--- src/rtl/program_loader_pkg.sv ---
// rtl/program_loader_pkg.sv - shared state encoding and default sizes for the program loader
package program_loader_pkg;

  localparam int PROG_BYTES_DEF = 16;
  localparam int DATA_W_DEF     = 8;
  localparam int PTR_W_DEF      = 4;

  typedef enum logic [2:0] {
    ST_IDLE,
    ST_FILL,
    ST_PROGRAM,
    ST_WAIT_DONE,
    ST_DONE,
    ST_ERROR
  } state_e;

  // States in which the host stream may hand over a byte.
  function automatic logic accepts_host(input state_e s);
    return (s == ST_IDLE) || (s == ST_FILL) || (s == ST_DONE);
  endfunction

endpackage

--- src/rtl/prog_byte_buffer.sv ---
// rtl/prog_byte_buffer.sv - image register file, one write port and a registered read port
module prog_byte_buffer #(
  parameter int DEPTH  = 16,
  parameter int DATA_W = 8,
  parameter int PTR_W  = 4
) (
  input  logic              clk,
  input  logic              rst_n,
  input  logic              we,
  input  logic [PTR_W-1:0]  wr_ptr,
  input  logic [DATA_W-1:0] wdata,
  input  logic [PTR_W-1:0]  rd_ptr,
  output logic [DATA_W-1:0] rdata
);

  logic [DATA_W-1:0] mem_q [DEPTH];
  logic [DATA_W-1:0] rdata_q;

  always_ff @(posedge clk) begin
    if (we) begin
      mem_q[wr_ptr] <= wdata;
    end
  end

  // Only the read register is cleared so the CPU-facing byte is defined out of reset.
  always_ff @(posedge clk or negedge rst_n) begin
    if (!rst_n) begin
      rdata_q <= '0;
    end else begin
      rdata_q <= mem_q[rd_ptr];
    end
  end

  assign rdata = rdata_q;

endmodule

--- src/rtl/program_loader.sv ---
// rtl/program_loader.sv - buffers a host image and streams it into the CPU programming pins
// Optional trailing checksum byte: PROGRAM_LOADER_CHECKSUM_EN.
module program_loader
  import program_loader_pkg::*;
#(
  parameter int PROG_BYTES = PROG_BYTES_DEF,
  parameter int DATA_W     = DATA_W_DEF,
  parameter int PTR_W      = PTR_W_DEF
) (
  input  logic              clk,
  input  logic              rst_n,
  input  logic              abort,
  input  logic [DATA_W-1:0] in_data,
  input  logic              in_valid,
  output logic              in_ready,
  input  logic              cpu_ready,
  input  logic              cpu_done_load,
  output logic              prog_mode,
  output logic [DATA_W-1:0] prog_data,
  output logic              busy,
  output logic              loaded,
  output logic              error,
  output logic [PTR_W:0]    byte_count
);

  localparam int CNT_W = PTR_W + 1;
  localparam logic [CNT_W-1:0] CNT_LAST = CNT_W'(PROG_BYTES - 1);
  localparam logic [PTR_W-1:0] RD_LAST  = PTR_W'(PROG_BYTES - 1);
`ifdef PROGRAM_LOADER_CHECKSUM_EN
  localparam logic [CNT_W-1:0] CNT_FULL = CNT_W'(PROG_BYTES);
`endif

  state_e              state_q, state_d;
  logic [CNT_W-1:0]    cnt_q, cnt_d;
  logic [PTR_W-1:0]    rd_ptr_q, rd_ptr_d;
  logic                prog_mode_q, prog_mode_d;
  logic                in_ready_q, in_ready_d;
  logic                host_accept;
  logic                buf_we;
  logic [PTR_W-1:0]    buf_wr_ptr;
  logic [DATA_W-1:0]   buf_rdata;
`ifdef PROGRAM_LOADER_CHECKSUM_EN
  logic [DATA_W-1:0]   sum_q, sum_d;
`endif

  assign host_accept = in_valid && in_ready_q && !abort;

  always_comb begin
    state_d    = state_q;
    cnt_d      = cnt_q;
    rd_ptr_d   = rd_ptr_q;
    buf_we     = 1'b0;
    buf_wr_ptr = cnt_q[PTR_W-1:0];
`ifdef PROGRAM_LOADER_CHECKSUM_EN
    sum_d      = sum_q;
`endif
    case (state_q)
      ST_IDLE, ST_DONE: begin
        if (host_accept) begin
          state_d    = ST_FILL;
          buf_we     = 1'b1;
          buf_wr_ptr = '0;
          cnt_d      = CNT_W'(1);
          rd_ptr_d   = '0;
`ifdef PROGRAM_LOADER_CHECKSUM_EN
          sum_d      = in_data;
`endif
        end
      end
      ST_FILL: begin
        if (host_accept) begin
`ifdef PROGRAM_LOADER_CHECKSUM_EN
          // Once the image is full, the next byte is the checksum and is not stored.
          if (cnt_q == CNT_FULL) begin
            state_d = (in_data == sum_q) ? ST_PROGRAM : ST_ERROR;
            cnt_d   = '0;
          end else begin
            buf_we = 1'b1;
            cnt_d  = cnt_q + 1'b1;
            sum_d  = sum_q + in_data;
          end
`else
          buf_we = 1'b1;
          if (cnt_q == CNT_LAST) begin
            state_d = ST_PROGRAM;
            cnt_d   = '0;
          end else begin
            cnt_d = cnt_q + 1'b1;
          end
`endif
        end
      end
      ST_PROGRAM: begin
        if (cpu_done_load) begin
          state_d = ST_ERROR;
        end else if (cpu_ready) begin
          cnt_d = cnt_q + 1'b1;
          if (rd_ptr_q != RD_LAST) begin
            rd_ptr_d = rd_ptr_q + 1'b1;
          end
          if (cnt_q == CNT_LAST) begin
            state_d = ST_WAIT_DONE;
          end
        end
      end
      ST_WAIT_DONE: begin
        if (cpu_done_load) begin
          state_d = ST_DONE;
        end
      end
      ST_ERROR: state_d = ST_ERROR;
      default:  state_d = ST_IDLE;
    endcase

    if (abort) begin
      state_d  = ST_IDLE;
      cnt_d    = '0;
      rd_ptr_d = '0;
      buf_we   = 1'b0;
`ifdef PROGRAM_LOADER_CHECKSUM_EN
      sum_d    = '0;
`endif
    end

    // Both pins are registered copies of what the next state wants.
    prog_mode_d = (state_d == ST_PROGRAM) || (state_d == ST_WAIT_DONE);
    in_ready_d  = accepts_host(state_d);
  end

  always_ff @(posedge clk or negedge rst_n) begin
    if (!rst_n) begin
      state_q     <= ST_IDLE;
      cnt_q       <= '0;
      rd_ptr_q    <= '0;
      prog_mode_q <= 1'b0;
      in_ready_q  <= 1'b0;
    end else begin
      state_q     <= state_d;
      cnt_q       <= cnt_d;
      rd_ptr_q    <= rd_ptr_d;
      prog_mode_q <= prog_mode_d;
      in_ready_q  <= in_ready_d;
    end
  end

`ifdef PROGRAM_LOADER_CHECKSUM_EN
  always_ff @(posedge clk or negedge rst_n) begin
    if (!rst_n) begin
      sum_q <= '0;
    end else begin
      sum_q <= sum_d;
    end
  end
`endif

  // Read address is the next pointer so the byte lands in the cycle after each ready pulse.
  prog_byte_buffer #(
    .DEPTH  (PROG_BYTES),
    .DATA_W (DATA_W),
    .PTR_W  (PTR_W)
  ) u_buf (
    .clk    (clk),
    .rst_n  (rst_n),
    .we     (buf_we),
    .wr_ptr (buf_wr_ptr),
    .wdata  (in_data),
    .rd_ptr (rd_ptr_d),
    .rdata  (buf_rdata)
  );

  assign in_ready   = in_ready_q;
  assign prog_mode  = prog_mode_q;
  assign prog_data  = prog_mode_q ? buf_rdata : '0;
  assign busy       = (state_q == ST_FILL) || (state_q == ST_PROGRAM) || (state_q == ST_WAIT_DONE);
  assign loaded     = (state_q == ST_DONE);
  assign error      = (state_q == ST_ERROR);
  assign byte_count = cnt_q;

endmodule
--- config.mk ---
export PLATFORM = sky130hd
export DESIGN_NAME = program_loader
export DESIGN_NICKNAME = d
export VERILOG_FILES = /design/src/rtl/program_loader_pkg.sv /design/src/rtl/prog_byte_buffer.sv /design/src/rtl/program_loader.sv
export SDC_FILE = /design/constraint.sdc
export NUM_CORES = 1
export LEC_CHECK = 0
export BUFFER_PORTS_ARGS = -buffer_cell sky130_fd_sc_hd__buf_2
export CAP_MARGIN = 30
export CORE_MARGIN = 5
export CORE_UTILIZATION = 61
export CTS_CLUSTER_SIZE = 10
export DETAILED_ROUTE_END_ITERATION = 8
export GPL_ROUTABILITY_DRIVEN = 0
export PLACE_DENSITY = 0.79
export SLEW_MARGIN = 10
export SYNTH_ARGS = -nofsm -noshare
export SYNTH_HDL_FRONTEND = slang
export SYNTH_SLANG_ARGS = --single-unit
--- constraint.sdc ---
create_clock -name clk -period 2.8 [get_ports clk]
set_clock_uncertainty 0.1 [all_clocks]
set_input_delay 0.42 -clock clk [delete_from_list [all_inputs] [get_ports clk]]
set_output_delay 0.42 -clock clk [all_outputs]
set_load 0.03 [all_outputs]
==> results.ini <==
[outcome]
outcome=finished clean

[finish]
utilization=0.724
fin_area_um2=8270
ff_latch_area_um2=4390
final_common_cell=edfxtp_1
drive_gt1_frac=0.198
syn2layout_area_growth_pct=16.0
nNetsFinal=652
fillers=750
multi_input_area_um2=2520
diodes=0
final_cell_mix=edfxtp_1 (128), nor2_1 (48), buf_4 (39), nand3_1 (33), a21oi_1 (33)

[logic_synthesis]
ys_types=63
ys_ff_latch=150
netlist_instances=579
ys_seq_area_frac=0.617
ys_top_cells_by_area=edfxtp_1 (54%), dfrtp_1 (7.7%), a221oi_1 (3.9%)
synth_nets=597
synth_top_area_cell=edfxtp_1
netlist_area_um2=7130
yosysWarnings=0
synth_top_cell_area_share=0.539
syn_avg_cell_area_um2=12.3
synth_top_flop_cell=edfxtp_1
synth-async-reset-ratio=0.147
synth_edf_count=128

[floorplanning]
core_um2=11400
dieArea_um2=13900
initial_core_util=0.624
fp.dieH_um=118
pin_count=32
die_x_um=118
placementRows=39

[routing]
viasPerCell=7.15
wl_per_cell_um=24.7
drc_errors=0
via_count=5646
drt_first_iter_violations=932
finalWirelength_um=19500
firstDrtPassIters=6
ant_nets=0

[min_path]
hp-start=cpu_done_load
hp-class=input port to register

[power]
ir_worst_vdd_v=0.000426
p_sw_uw=958
p_clk_frac=0.462
leakage_uw=0.00309
internal_power_uw=3860
p_sw_frac=0.199
power_frac_comb=0.028
power_density_nw_per_um2=582
sequentialPowerShare=0.510

[grt]
busiest_layer=met1
antenna_found_initial=0
grt_usage=0.283
met3_usage=0.0711
grt_pass1_vias=5434
grt_pass1_wl_um=30400
grt_use_met2=0.403
grt_overflow=0
grt_util_met1=0.405
grt_max_degree=28

[timing]
grt_setup_unrepaired=no
fin_crit_sh=0.963
final_hold_viol_count=0
tightestPinTransition_ns=0.854
max_slew_margin=0.427
max_freq_mhz=371
slew_viol_final=0
post-route-min-period_ns=2.70
finalSetupViolCount=0

[placement]
placed_cell_area_um2=7640
numPortBuffers=31
dp_hpwl_um=12600

[worst_setup_path]
crit_type=register to register
crit_start=state_q[1]$_DFF_PN0_
required_ns=3.00
critPathCaptureType=register
cp_max_fo=26
start_kind=register
crit_arrival_ns=2.89
r2r-start=state_q[1]$_DFF_PN0_

[clock_network]
cts_made_buffers=17
cts_max_level=4
cts_sinks=150
clkLatencyLatePin_ns=0.42
cts.reportedPaths.clkPinSlew_ns=0.06
tritoncts=built
clk_path_buf_depth=2
root_buffer=clkbuf_16
cts_setup_buffers=0

[flow_run]
cap_violations=0

==> power by group through the flow <==
stage,clock (µW),combinational (µW),sequential [µW]
3_3_place_gp,0,125,2500
4_1_cts,2240,132,2450
3_5_place_dp,0,131,2500
2_1_floorplan,0,53.8,2500
5_1_grt,2350,146,2450
6_report,2220,136,2450
==> cells in the mapped netlist (16+ instances only) <==
cell        n
nor2_1     48
o221ai_1   22
dfrtp_1    22
mux2i_1    17
o21ai_0    18
a22oi_1    16
nand3_1    33
edfxtp_1  128
a21oi_1    33
o22ai_1    22
nor3_1     30
buf_2      18
a221oi_1   32
==> timing repair <==
action                                  CTS  global route
endpoints found under the setup margin    1             6
hold endpoints to repair                 22             0
hold buffers                              1             0
resized for setup                         0             7
cloned                                    1             0
==> layout make-up <==
| cell class | instances | share of cell area |
|---|---|---|
| Multi-Input combinational cell | 377 | 0.305 |
| Clock buffer | 23 | 0.0578 |
| Tap cell | 143 | 0.0216 |
| Sequential cell | 150 | 0.531 |
| Timing Repair Buffer | 76 | 0.0664 |
| Clock inverter | 9 | 0.0126 |
| Inverter | 12 | 0.00545 |
==> critical path: stages (launching register included) <==
cell,delay (ns)
dfrtp_1,0.44
buf_4,0.20
o311a_1,0.46
and2_1,0.24
buf_12,0.17
a221oi_1,0.51
mux2i_1,0.15
o22ai_1,0.19
nor3_1,0.10
==> per-stage QoR <==
step / hold slack [ns] / std cells / total power (µW) / setup WS, ns / TNS, ns
floorplan: 0.0244 / 579 / 2550 / 0.431 / 0
finish: 0.255 / 790 / 4810 / 0.104 / 0
CTS: 0.232 / 790 / 4820 / 0.0158 / 0
detailed placement: 0.335 / 756 / 2630 / -0.0641 / -0.0641
global route: 0.279 / 790 / 4950 / 0.0128 / 0
global placement: 0.326 / 756 / 2620 / -0.0335 / -0.0335
==> worst paths after layout <==
| kind | end | slack (ns) | cells past startpoint |
|---|---|---|---|
| min | state_q[2]$_DFF_PN0_ | 0.26 | 3 |
| max in group asynchronous | rd_ptr_q[1]$_DFF_PN0_ | 1.77 | 2 |
| max | u_buf.rdata[6]$_DFF_PN0_ | 0.10 | 8 |
| min reg2reg | prog_mode$_DFF_PN0_ | 0.47 | 1 |
| max reg2reg | u_buf.rdata[6]$_DFF_PN0_ | 0.10 | 8 |
| min in group asynchronous | byte_count[3]$_DFFE_PN0P_ | 0.43 | 2 |
==> state kept, by name (all words and copies together) (netlist names) <==
signal       count
in_ready         1
u_buf.rdata      8
byte_count       5
prog_mode        1
rd_ptr_q         4
u_buf.mem_q    128
state_q          3
==> routing by layer <==
| metal | vias to the layer above | wire, µm |
|---|---|---|
| li1 | 2432 | - |
| met1 | 2699 | 7300 |
| met2 | 447 | 8970 |
| met3 | 68 | 2440 |
| met4 | 0 | 809 |
| met5 | - | 0 |
==> cell families after synthesis <==
logic type                 after synthesis  share of synthesized area
muxes                                   26                     0.0381
and+or+nand+nor                        165                      0.117
adders and majority gates                4                    0.00702
DFF                                    150                      0.617
AOI/OAI and AO/OA                      181                      0.186
buffers and inverters                   53                     0.0348
(Power assumes the default switching activity.)
